**src/rtl/pipe_hazard_ctrl.sv**
```systemverilog
// -----------------------------------------------------------------------------
// pipe_hazard_ctrl
//
// Central stall/flush controller for the 5-stage MIPS pipeline registers
// (if2id, id2ex, ex2mem, mem2wb). Detects load-use hazards, EX-stage control
// redirects and multi-cycle data-memory waits, and drives per-stage
// enable/flush so each pipeline register holds, advances or bubbles.
// A wait-counter FSM bounds memory stalls and traps on timeout.
//
// Optional build macro: HAZARD_PERF_CNT_EN
//   When defined, adds 32-bit performance counters lu_stall_cnt,
//   redirect_cnt and mem_wait_cnt (cycles in which each action is selected).
//
// Parameters:
//   MEM_WAIT_MAX  max consecutive MEM wait cycles before trapping (>= 2)
//   CNT_W         wait counter width, 2**CNT_W > MEM_WAIT_MAX
//
// Ports:
//   clk            pipeline clock
//   reset          asynchronous active-low reset
//   id_rs, id_rt   source register fields of the ID instruction
//   id_usesrt      ID instruction reads rt
//   ex_memtoreg    EX instruction is a load
//   ex_regwriteen  EX instruction writes the register file
//   ex_writereg    EX destination register
//   ex_redirect    EX resolved a taken branch / jump
//   mem_req        MEM stage holds a load/store
//   mem_ready      data memory completes the access this cycle
//   pc_en, if2id_en, id2ex_en, ex2mem_en     stage load enables
//   if2id_flush, id2ex_flush, mem2wb_flush   stage bubble inserts
//   state          FSM state: 00 RUN, 01 MEM_WAIT, 11 TRAP
//   mem_timeout    sticky trap flag
//
// state    | meaning
// ---------+-----------------------------------------------------------
// RUN      | normal flow; hazards and redirects steer the pipeline
// MEM_WAIT | data memory access outstanding, counting wait cycles
// TRAP     | memory wait exceeded MEM_WAIT_MAX, pipeline frozen
// -----------------------------------------------------------------------------
module pipe_hazard_ctrl #(
    parameter int MEM_WAIT_MAX = 16,
    parameter int CNT_W        = 5
) (
    input  logic        clk,
    input  logic        reset,
    input  logic [4:0]  id_rs,
    input  logic [4:0]  id_rt,
    input  logic        id_usesrt,
    input  logic        ex_memtoreg,
    input  logic        ex_regwriteen,
    input  logic [4:0]  ex_writereg,
    input  logic        ex_redirect,
    input  logic        mem_req,
    input  logic        mem_ready,
    output logic        pc_en,
    output logic        if2id_en,
    output logic        if2id_flush,
    output logic        id2ex_en,
    output logic        id2ex_flush,
    output logic        ex2mem_en,
    output logic        mem2wb_flush,
    output logic [1:0]  state,
    output logic        mem_timeout
`ifdef HAZARD_PERF_CNT_EN
    ,
    output logic [31:0] lu_stall_cnt,
    output logic [31:0] redirect_cnt,
    output logic [31:0] mem_wait_cnt
`endif
);

    typedef enum logic [1:0] {
        ST_RUN      = 2'b00,
        ST_MEM_WAIT = 2'b01,
        ST_TRAP     = 2'b11
    } state_t;

    localparam logic [CNT_W-1:0] CNT_ONE  = CNT_W'(1);
    localparam logic [CNT_W-1:0] CNT_LAST = CNT_W'(MEM_WAIT_MAX - 1);

    state_t           state_q;
    logic [CNT_W-1:0] wait_cnt;

    logic lu;
    logic in_trap;
    logic mem_stall;
    logic act_redirect;
    logic act_lu;

    assign state = state_q;

    // Register 0 is hardwired, so a load targeting it never creates a hazard.
    assign lu = ex_memtoreg & ex_regwriteen & (ex_writereg != 5'd0) &
                ((ex_writereg == id_rs) | (id_usesrt & (ex_writereg == id_rt)));

    assign in_trap      = (state_q == ST_TRAP);
    assign mem_stall    = ~in_trap & mem_req & ~mem_ready;
    // A redirect or load-use seen during a memory wait is dropped; the EX/ID
    // contents are held, so it is seen again once the wait ends.
    assign act_redirect = ~in_trap & ~mem_stall & ex_redirect;
    assign act_lu       = ~in_trap & ~mem_stall & ~ex_redirect & lu;

    always_comb begin
        pc_en        = 1'b1;
        if2id_en     = 1'b1;
        if2id_flush  = 1'b0;
        id2ex_en     = 1'b1;
        id2ex_flush  = 1'b0;
        ex2mem_en    = 1'b1;
        mem2wb_flush = 1'b0;
        if (reset) begin
            if (in_trap || mem_stall) begin
                pc_en        = 1'b0;
                if2id_en     = 1'b0;
                id2ex_en     = 1'b0;
                ex2mem_en    = 1'b0;
                mem2wb_flush = 1'b1;
            end else if (act_redirect) begin
                if2id_flush = 1'b1;
                id2ex_flush = 1'b1;
            end else if (act_lu) begin
                // The load moves on to MEM, so the hazard clears next cycle.
                pc_en       = 1'b0;
                if2id_en    = 1'b0;
                id2ex_flush = 1'b1;
            end
        end
    end

    always_ff @(posedge clk or negedge reset) begin
        if (!reset) begin
            state_q     <= ST_RUN;
            wait_cnt    <= '0;
            mem_timeout <= 1'b0;
        end else begin
            case (state_q)
                ST_RUN: begin
                    if (mem_req && !mem_ready) begin
                        state_q  <= ST_MEM_WAIT;
                        wait_cnt <= CNT_ONE;
                    end
                end
                ST_MEM_WAIT: begin
                    // Dropping mem_req is treated the same as completion.
                    if (!mem_req || mem_ready) begin
                        state_q  <= ST_RUN;
                        wait_cnt <= '0;
                    end else begin
                        wait_cnt <= wait_cnt + CNT_ONE;
                        if (wait_cnt == CNT_LAST) begin
                            state_q     <= ST_TRAP;
                            mem_timeout <= 1'b1;
                        end
                    end
                end
                ST_TRAP: begin
                    state_q <= ST_TRAP;
                end
                default: begin
                    state_q  <= ST_RUN;
                    wait_cnt <= '0;
                end
            endcase
        end
    end

`ifdef HAZARD_PERF_CNT_EN
    // The act_* terms are already zero in TRAP, which freezes the counters.
    always_ff @(posedge clk or negedge reset) begin
        if (!reset) begin
            lu_stall_cnt <= '0;
            redirect_cnt <= '0;
            mem_wait_cnt <= '0;
        end else begin
            if (act_lu)       lu_stall_cnt <= lu_stall_cnt + 32'd1;
            if (act_redirect) redirect_cnt <= redirect_cnt + 32'd1;
            if (mem_stall)    mem_wait_cnt <= mem_wait_cnt + 32'd1;
        end
    end
`endif

endmodule

```
**config.mk**
```make
export PLATFORM = sky130hd
export DESIGN_NAME = pipe_hazard_ctrl
export DESIGN_NICKNAME = d
export VERILOG_FILES = /design/src/rtl/pipe_hazard_ctrl.sv
export SDC_FILE = /design/constraint.sdc
export NUM_CORES = 1
export LEC_CHECK = 0
export ABC_AREA = 1
export BUFFER_PORTS_ARGS = -buffer_cell sky130_fd_sc_hd__buf_2
export CORE_UTILIZATION = 48
export DETAILED_ROUTE_END_ITERATION = 16
export GPL_TIMING_DRIVEN = 0
export PLACE_DENSITY_LB_ADDON = 0.1
export SETUP_SLACK_MARGIN = 0.3
export SLEW_MARGIN = 10
export SYNTH_ARGS = -nofsm -noshare
export SYNTH_HDL_FRONTEND = slang
export SYNTH_SLANG_ARGS = --single-unit
```
**constraint.sdc**
```tcl
create_clock -name clk -period 2.1 [get_ports clk]
set_input_delay 0.21 -clock clk [delete_from_list [all_inputs] [get_ports clk]]
set_output_delay 0.21 -clock clk [all_outputs]
set_load 0.1 [all_outputs]
```
==> results.sh, run 1 <==
export IMPL_path_max_fanout=3
export IMPL_holdPathStages=4
export IMPL_pin_count=33
export IMPL_syn2layout_area_growth_pct=52.1
export IMPL_final_cell_mix="nand2_1, buf_2, inv_1, nor2_1, buf_4"
export IMPL_critPathRequiredTime_ns=1.89
export IMPL_numPlacedInstances=158
export IMPL_final_common_cell="nand2_1"
export IMPL_wl_mm=1.72
export IMPL_skew_ns=0.0134
export IMPL_ir_worst_vdd_mv=0.306
export IMPL_yosys_area_top_type="dfrtp_1"
export IMPL_rr_endpoint="wait_cnt[4]$_DFFE_PN0P_"
export IMPL_drive_gt1_frac=0.390
export IMPL_fin_crit_sh=0.910
export IMPL_antenna_found_initial=0
export IMPL_yosysSeqAreaShare=0.294
export IMPL_dr_pass1_iters=4
export IMPL_outcome="finished, final reports clean"
export IMPL_holdPathEnd="wait_cnt[2]$_DFFE_PN0P_"
export IMPL_reg2regPathDepth=5
export IMPL_hp_start="mem_ready"
export IMPL_routabilityCongestion=0.780
export IMPL_cts_root_buf="clkbuf_4"
export IMPL_wl_met2_um=872
export IMPL_critical_path_arrival_ns=1.70
export IMPL_placed_area_um2=901
export IMPL_max_cap_violations=0
export IMPL_path_class="reg2out"
export IMPL_tritoncts="done"
export IMPL_yosysUniqueCellTypes=21
export IMPL_timing_hold_worst_class="in2reg"
export IMPL_fmaxAchievable_mhz=523
export IMPL_highest_layer="met4"
export IMPL_viasPerCell=4.60
export IMPL_reg2reg_slack_ns=0.73
export IMPL_clkTransAtPathRegs_ns=0.06
export IMPL_std_cell_rows=13
export IMPL_fill_cells=102
export IMPL_clk_latency_ns=0.26
export IMPL_drtAntennaViolNets=0
export IMPL_wire_per_inst_um=10.2
export IMPL_slew_headroom=0.678
export IMPL_grt_overflow=0
export IMPL_hpwl_mm=1.24
export IMPL_start_kind="flop"
export IMPL_grt_total_usage=0.244
export IMPL_first_iter_violations=8
export IMPL_cts_buffer_depth=2
export IMPL_utilization=0.787
export IMPL_syn_nets=136
export IMPL_rsz0062_at_grt="yes"
export IMPL_dieArea_mm2=0.00158
export IMPL_cts_made_buffers=3
export IMPL_final_setup_worst_slack_ns=0.190
export IMPL_syn_inst=111
export IMPL_port_buffers=32
export IMPL_pre_cts_slack_ns=0.160
export IMPL_powerDensity_mw_per_mm2=393
export IMPL_final_area_mm2=0.00104
export IMPL_htreeDepth=1
export IMPL_coreArea_mm2=0.00132
export IMPL_cts_sinks=8
export IMPL_crit_path_end_kind="primary output"
export IMPL_routed_via_count=777
export IMPL_synth_top_area_share=0.294
export IMPL_start_util=0.518
export IMPL_grt_pass1_wl_mm=2.55
export IMPL_final_hold_viol_count=0
export IMPL_p_leak_nw=0.584
export IMPL_synth_area_top_cells="dfrtp_1, nand2_1, inv_1, nor2_1, nand3_1"
export IMPL_mappedNetlistArea_um2=682
export IMPL_synth_warnings=0
export IMPL_tightest_slew_ns=0.486
export IMPL_drc=0
export IMPL_ys_seq_elements=8
export IMPL_die_height_um=39.7
export IMPL_fin_cells=169
export IMPL_die_w_um=39.7
export IMPL_drv_slew=0
export IMPL_final_nets=180
export IMPL_r2r_start="wait_cnt[0]$_DFFE_PN0P_"
export IMPL_setup_violations=0
export IMPL_wl_met3_um=101
export IMPL_grt_max_degree=9
export IMPL_antennaDiodeCount=0
export IMPL_power_mw=0.408
export IMPL_met1_length_um=721
export IMPL_fin_crit_ns=1.91
export IMPL_syn_area_per_cell_um2=6.14
export IMPL_grt_pass1_vias=697
## cell usage after synthesis
cell type	instances
nand2_1	37
inv_1	21
nor2_1	13
dfrtp_1	8
nand3_1	8
a21oi_1	3
inv_2	3
buf_4	2
ha_1	2
nor2_4	2
o22ai_1	2
a21oi_2	1
nand2_2	1
nand4_2	1
nor2_2	1
nor3_1	1
o21ai_0	1
o21ai_1	1
o21bai_1	1
xnor2_1	1
xor2_1	1
## sequential cells by signal, indices dropped and copies added (netlist names)
| register | count |
|---|---|
| mem_timeout | 1 |
| state | 2 |
| wait_cnt | 5 |
## power by group
group          leakage (nW)  internal [mW]  total, mW  switching, mW
registers             0.102          0.154      0.154              0
clock network        0.0150         0.0729      0.129         0.0561
logic                 0.467         0.0431      0.125         0.0818
## stage by stage
step / setup TNS (ns) / hold slack, ns
floorplan: -2.64 / -0.0856
global placement: 0 / 0.0778
detailed placement: 0 / 0.0766
CTS: 0 / 0.279
global route: 0 / 0.314
finish: 0 / 0.290
## cell families after synthesis
group,count (synthesis),synth area share
AO/OA/AOI/OAI,9,0.0789
XOR/XNOR,2,0.0257
adder cells (fa/ha/maj),2,0.0367
buffers and inverters,26,0.154
flip-flops,8,0.294
AND/OR/NAND/NOR,64,0.411
## layer usage
metal / global-route usage / up-vias
li1: - / 419
met1: 0.246 / 319
met2: 0.467 / 35
met3: 0.0795 / 4
met4: 0.0603 / 0
met5: 0 / -
## how the worst max path moves through the flow
stage,startpoint,endpoint,slack (ns),cells past startpoint
6_report,state[0]$_DFFE_PN0P_,pc_en,0.19,10
5_1_grt,state[0]$_DFFE_PN0P_,pc_en,0.12,10
4_1_cts,state[0]$_DFFE_PN0P_,pc_en,0.21,10
3_5_place_dp,state[1]$_DFFE_PN0P_,id2ex_flush,0.16,8
3_3_place_gp,state[1]$_DFFE_PN0P_,id2ex_flush,0.20,8
2_1_floorplan,state[1]$_DFFE_PN0P_,pc_en,-1.15,8
## worst max-delay path, cell delays in order, from the launching register on
cell     delay [ns]
dfrtp_4        0.49
nand2_4        0.09
inv_4          0.04
nor2_4         0.10
nand4_2        0.09
nor2_2         0.13
nand3_1        0.09
nand2_1        0.10
inv_2          0.04
buf_6          0.11
buf_12         0.15
## repair_timing
action / in CTS / in global routing
setup buffers: 5 / 1
hold buffers: 1 / 0
endpoints found under the setup margin: 6 / 5
resized for setup: 12 / 5
hold endpoints to repair: 8 / 0
pin swaps: 6 / 2
## layout make-up
cell class / count / area (µm²) / share of cell area
plain buffers: 2 / 18.8 / 0.0181
clock buffers: 4 / 26.3 / 0.0253
inverters: 24 / 96.3 / 0.0929
multi-input cells: 77 / 410 / 0.396
flip-flops and latches: 8 / 208 / 0.200
well taps: 15 / 18.8 / 0.0181
repair buffers: 39 / 259 / 0.250
Note: power is estimated with default switching activity, not from simulation.
==> run 2: changes to the inputs <==
CAP_MARGIN = 20   (was default)
CORE_UTILIZATION = 44   (was 48)
clock period = 1.9 ns   (was 2.1 ns; I/O delays follow)
==> results.sh, run 2 (synthesis results as in run 1) <==
export IMPL_outcome="finished with violations"
export IMPL_violations="setup timing"
export IMPL_wire_per_inst_um=12.6
export IMPL_antenna_found_initial=0
export IMPL_final_setup_worst_slack_ns=-0.0680
export IMPL_setup_tns_ns=-0.0991
export IMPL_clkTransAtPathRegs_ns=0.07
export IMPL_grt_total_usage=0.254
export IMPL_grt_pass1_vias=741
export IMPL_skew_ns=0.0172
export IMPL_largest_reg_flops=5
export IMPL_tightest_slew_ns=0.487
export IMPL_antennaDiodeCount=0
export IMPL_hpwl_mm=1.23
export IMPL_placed_area_um2=901
export IMPL_cts_made_buffers=3
export IMPL_grt_pass1_wl_mm=2.76
export IMPL_path_max_fanout=3
export IMPL_ir_worst_vdd_mv=0.374
export IMPL_largest_register="wait_cnt"
export IMPL_powerDensity_mw_per_mm2=429
export IMPL_coreArea_mm2=0.00137
export IMPL_setup_violations=2
export IMPL_grt_overflow=0
export IMPL_tritoncts="done"
export IMPL_slew_headroom=0.678
export IMPL_cts_sinks=8
export IMPL_critical_path_arrival_ns=1.78
export IMPL_routabilityCongestion=0.788
export IMPL_cts_root_buf="clkbuf_4"
export IMPL_numPlacedInstances=158
export IMPL_die_w_um=41.4
export IMPL_power_mw=0.470
export IMPL_dieArea_mm2=0.00171
export IMPL_std_cell_rows=13
export IMPL_max_cap_violations=0
export IMPL_clk_latency_ns=0.27
export IMPL_fin_cells=170
export IMPL_final_hold_viol_count=0
export IMPL_htreeDepth=1
export IMPL_final_cell_mix="nand2_1, buf_2, inv_1, nor2_1, nand3_1"
export IMPL_final_nets=181
export IMPL_utilization=0.802
export IMPL_fin_crit_ns=1.97
export IMPL_first_iter_violations=24
export IMPL_syn2layout_area_growth_pct=60.7
export IMPL_die_height_um=41.4
export IMPL_port_buffers=32
export IMPL_pin_count=33
export IMPL_final_area_mm2=0.00110
export IMPL_routed_via_count=863
export IMPL_dr_pass1_iters=4
export IMPL_drtAntennaViolNets=0
export IMPL_drc=0
export IMPL_start_kind="flop"
export IMPL_fmaxAchievable_mhz=508
export IMPL_drive_gt1_frac=0.394
export IMPL_pre_cts_slack_ns=-0.0132
export IMPL_crit_path_end_kind="primary output"
export IMPL_p_leak_nw=0.608
export IMPL_drv_slew=0
export IMPL_fin_crit_sh=1.04
export IMPL_start_util=0.499
export IMPL_holdWs_ns=0.265
export IMPL_rsz0062_at_grt="yes"
export IMPL_path_class="reg2out"
export IMPL_cts_buffer_depth=2
export IMPL_timing_hold_worst_class="in2reg"
export IMPL_viasPerCell=5.08
export IMPL_final_common_cell="nand2_1"
export IMPL_grt_max_degree=9
export IMPL_critPathRequiredTime_ns=1.71
export IMPL_wl_mm=2.15
## run 2: final timing paths
| path | start | to | slack, ns | cells after the start |
|---|---|---|---|---|
| setup / recovery | state[0]$_DFFE_PN0P_ | pc_en | -0.07 | 10 |
| min in group asynchronous | reset | state[1]$_DFFE_PN0P_ | 0.43 | 2 |
| setup reg to reg | state[0]$_DFFE_PN0P_ | wait_cnt[2]$_DFFE_PN0P_ | 0.62 | 6 |
| max in group asynchronous | reset | state[0]$_DFFE_PN0P_ | 1.14 | 2 |
| hold reg to reg | wait_cnt[1]$_DFFE_PN0P_ | wait_cnt[1]$_DFFE_PN0P_ | 0.51 | 2 |
| hold / removal | mem_ready | wait_cnt[2]$_DFFE_PN0P_ | 0.26 | 4 |
## run 2: final cells by class
type | count | area (µm²)
tap | 15 | 18.8
fill | 100 | 270
clock buffer | 4 | 26.3
buffer | 2 | 22.5
multi-input combinational | 77 | 410
timing repair buffer | 40 | 314
sequential | 8 | 208
inverter | 24 | 96.3
## run 2: what timing repair did
action                                 4_1_cts  5_1_grt
pin swaps                                    6        3
setup buffers                                4        3
setup endpoints to repair                    7        7
hold buffers                                 1        0
endpoints found under the hold margin        8        0
gates resized for setup                     24        7
## run 2: report_power, final
| part | internal, mW | total (mW) | switching (mW) |
|---|---|---|---|
| logic | 0.0570 | 0.155 | 0.0977 |
| registers | 0.170 | 0.170 | 0 |
| clock network | 0.0806 | 0.145 | 0.0643 |
## run 2: worst max-delay path: stages (launching register included)
cell     delay (ns)
dfrtp_4        0.49
nand2_4        0.10
inv_4          0.04
nor2_4         0.11
nand4_2        0.11
nor2_2         0.17
nand3_1        0.10
nand2_1        0.10
inv_2          0.05
buf_6          0.11
buf_12         0.15
## run 2: routing by layer
| metal | global-route usage | wire length [µm] | up-vias | share of wire |
|---|---|---|---|---|
| met5 | 0 | 0 | - | 0 |
| met4 | 0.0242 | 10 | 0 | 0.0047 |
| met3 | 0.0798 | 130 | 2 | 0.061 |
| met2 | 0.523 | 1130 | 36 | 0.53 |
| met1 | 0.249 | 870 | 401 | 0.41 |
| li1 | - | - | 424 | - |
==> run 3: changes to the inputs <==
BUFFER_PORTS_ARGS = default   (was -buffer_cell sky130_fd_sc_hd__buf_2)
CORE_AREA = 2 2 39 41   (was default)
CORE_UTILIZATION = default   (was 44)
DIE_AREA = 0 0 41 43   (was default)
DONT_BUFFER_PORTS = 1   (was default)
==> results.sh, run 3 (synthesis results as in run 1) <==
export IMPL_crit_path_top_delay_cell="clkinvlp_4"
export IMPL_std_cell_rows=14
export IMPL_grt_overflow=0
export IMPL_largest_reg_flops=5
export IMPL_first_iter_violations=3
export IMPL_path_max_fanout=6
export IMPL_coreArea_mm2=0.00138
export IMPL_largest_register="wait_cnt"
export IMPL_skew_ns=0.00735
export IMPL_drc=0
export IMPL_final_cell_mix="nand2_1, inv_1, nor2_1, nand3_1, dfrtp_1"
export IMPL_pin_count=33
export IMPL_tritoncts="done"
export IMPL_cts_root_buf="clkbuf_4"
export IMPL_crit_chain="nand2_4 > inv_4 > nor2_4 > nor2_4 > clkinvlp_4 > nand2_1 > inv_1 > buf_4"
export IMPL_fmaxAchievable_mhz=282
export IMPL_antenna_found_initial=0
export IMPL_dr_pass1_iters=4
export IMPL_path_delay_family="buffers and inverters"
export IMPL_critPathRequiredTime_ns=1.71
export IMPL_die_height_um=43
export IMPL_ir_worst_vdd_mv=0.373
export IMPL_final_area_um2=843
export IMPL_routabilityCongestion=0.671
export IMPL_cts_made_buffers=3
export IMPL_routed_via_count=676
export IMPL_timing_hold_worst_class="in2reg"
export IMPL_drv_slew=0
export IMPL_cts_sinks=8
export IMPL_outcome="finished with violations"
export IMPL_start_util=0.493
export IMPL_wire_per_inst_um=10.8
export IMPL_path_class="reg2out"
export IMPL_grt_total_usage=0.209
export IMPL_slew_headroom=0.402
export IMPL_viasPerCell=4.97
export IMPL_clk_latency_ns=0.26
export IMPL_max_cap_violations=0
export IMPL_cp_slowest_stage_delay_ns=0.70
export IMPL_tightest_slew_ns=0.897
export IMPL_critical_path_arrival_ns=3.35
export IMPL_clkTransAtPathRegs_ns=0.06
export IMPL_antennaDiodeCount=0
export IMPL_final_hold_viol_count=0
export IMPL_grt_pass1_wl_mm=2.49
export IMPL_p_leak_nw=0.461
export IMPL_drtAntennaViolNets=0
export IMPL_htreeDepth=1
export IMPL_syn2layout_area_growth_pct=23.7
export IMPL_drive_gt1_frac=0.225
export IMPL_grt_pass1_vias=653
export IMPL_cts_buffer_depth=2
export IMPL_crit_top_cell="nor2_4"
export IMPL_dieArea_mm2=0.00176
export IMPL_critical_path_buf_inv_count=4
export IMPL_power_mw=0.401
export IMPL_placed_area_um2=742
export IMPL_hpwl_mm=1.12
export IMPL_final_nets=147
export IMPL_final_common_cell="nand2_1"
export IMPL_port_buffers=0
export IMPL_fin_crit_sh=1.86
export IMPL_die_w_um=41
export IMPL_final_setup_worst_slack_ns=-1.64
export IMPL_start_kind="flop"
export IMPL_rsz0062_at_grt="yes"
export IMPL_fin_crit_ns=3.54
export IMPL_grt_max_degree=9
export IMPL_setup_violations=6
export IMPL_wl_mm=1.47
export IMPL_fill_cells=135
export IMPL_powerDensity_mw_per_mm2=475
export IMPL_crit_path_end_kind="primary output"
export IMPL_violations="setup timing"
-- run 3: cell types whose count changed in the layout (fill, tap and decap cells not counted), moves of 2 or more --
cell,delta
buf_12,-4
buf_6,-2
buf_2,-25
buf_4,-2
-- run 3: path summary, 6_finish.rpt --
kind,startpoint,end,slack [ns],cells past startpoint
max in group asynchronous,reset,state[0]$_DFFE_PN0P_,1.30,1
worst max-delay path,state[1]$_DFFE_PN0P_,pc_en,-1.64,8
min in group asynchronous,reset,wait_cnt[3]$_DFFE_PN0P_,0.29,1
worst max register to register,state[1]$_DFFE_PN0P_,wait_cnt[2]$_DFFE_PN0P_,0.46,7
worst min register to register,wait_cnt[1]$_DFFE_PN0P_,wait_cnt[1]$_DFFE_PN0P_,0.51,2
worst min-delay path,mem_ready,wait_cnt[1]$_DFFE_PN0P_,0.13,3
-- run 3: final cells by class --
cell class / count / area [µm²] / area share
Clock buffer: 3 / 22.5 / 0.0267
Buffer: 2 / 27.5 / 0.0326
Tap cell: 16 / 20.0 / 0.0237
Multi-Input combinational cell: 77 / 418 / 0.496
Inverter: 24 / 96.3 / 0.114
Timing Repair Buffer: 6 / 51.3 / 0.0608
Sequential cell: 8 / 208 / 0.246
-- run 3: power breakdown --
part	switching (mW)	internal, mW
sequential	0	0.170
combinational	0.0741	0.0248
clock	0.0593	0.0724
total	0.133	0.268
-- run 3: timing repair --
action | CTS | global route
buffers inserted | 5 | 0
hold endpoints to repair | 8 | 0
hold buffers | 1 | 0
resized for setup | 8 | 0
endpoints found under the setup margin | 7 | 7
pin swaps | 3 | 1
-- run 3: metrics by stage --
step	setup WS (ns)	utilization	hold WS (ns)	TNS [ns]	instances
2_1_floorplan	-1.33	-	-0.106	-3.49	111
3_3_place_gp	-1.40	0.536	-0.105	-3.81	127
3_5_place_dp	-1.39	0.536	-0.105	-3.77	127
4_1_cts	-1.64	0.609	0.132	-5.43	136
5_1_grt	-1.74	0.609	0.139	-5.88	136
6_report	-1.64	0.609	0.133	-5.42	136
-- run 3: worst min-delay path, delay by kind of cell --
family,cells,cell delay [ns]
and+or+nand+nor,3,0.15
-- run 3: routing by layer --
layer | vias to the layer above | part of all wire | wire length [µm] | GRT usage
li1 | 354 | - | - | -
met1 | 294 | 0.35 | 516 | 0.207
met2 | 24 | 0.56 | 824 | 0.369
met3 | 4 | 0.076 | 112 | 0.0419
met4 | 0 | 0.014 | 20 | 0.120
met5 | - | 0 | 0 | 0
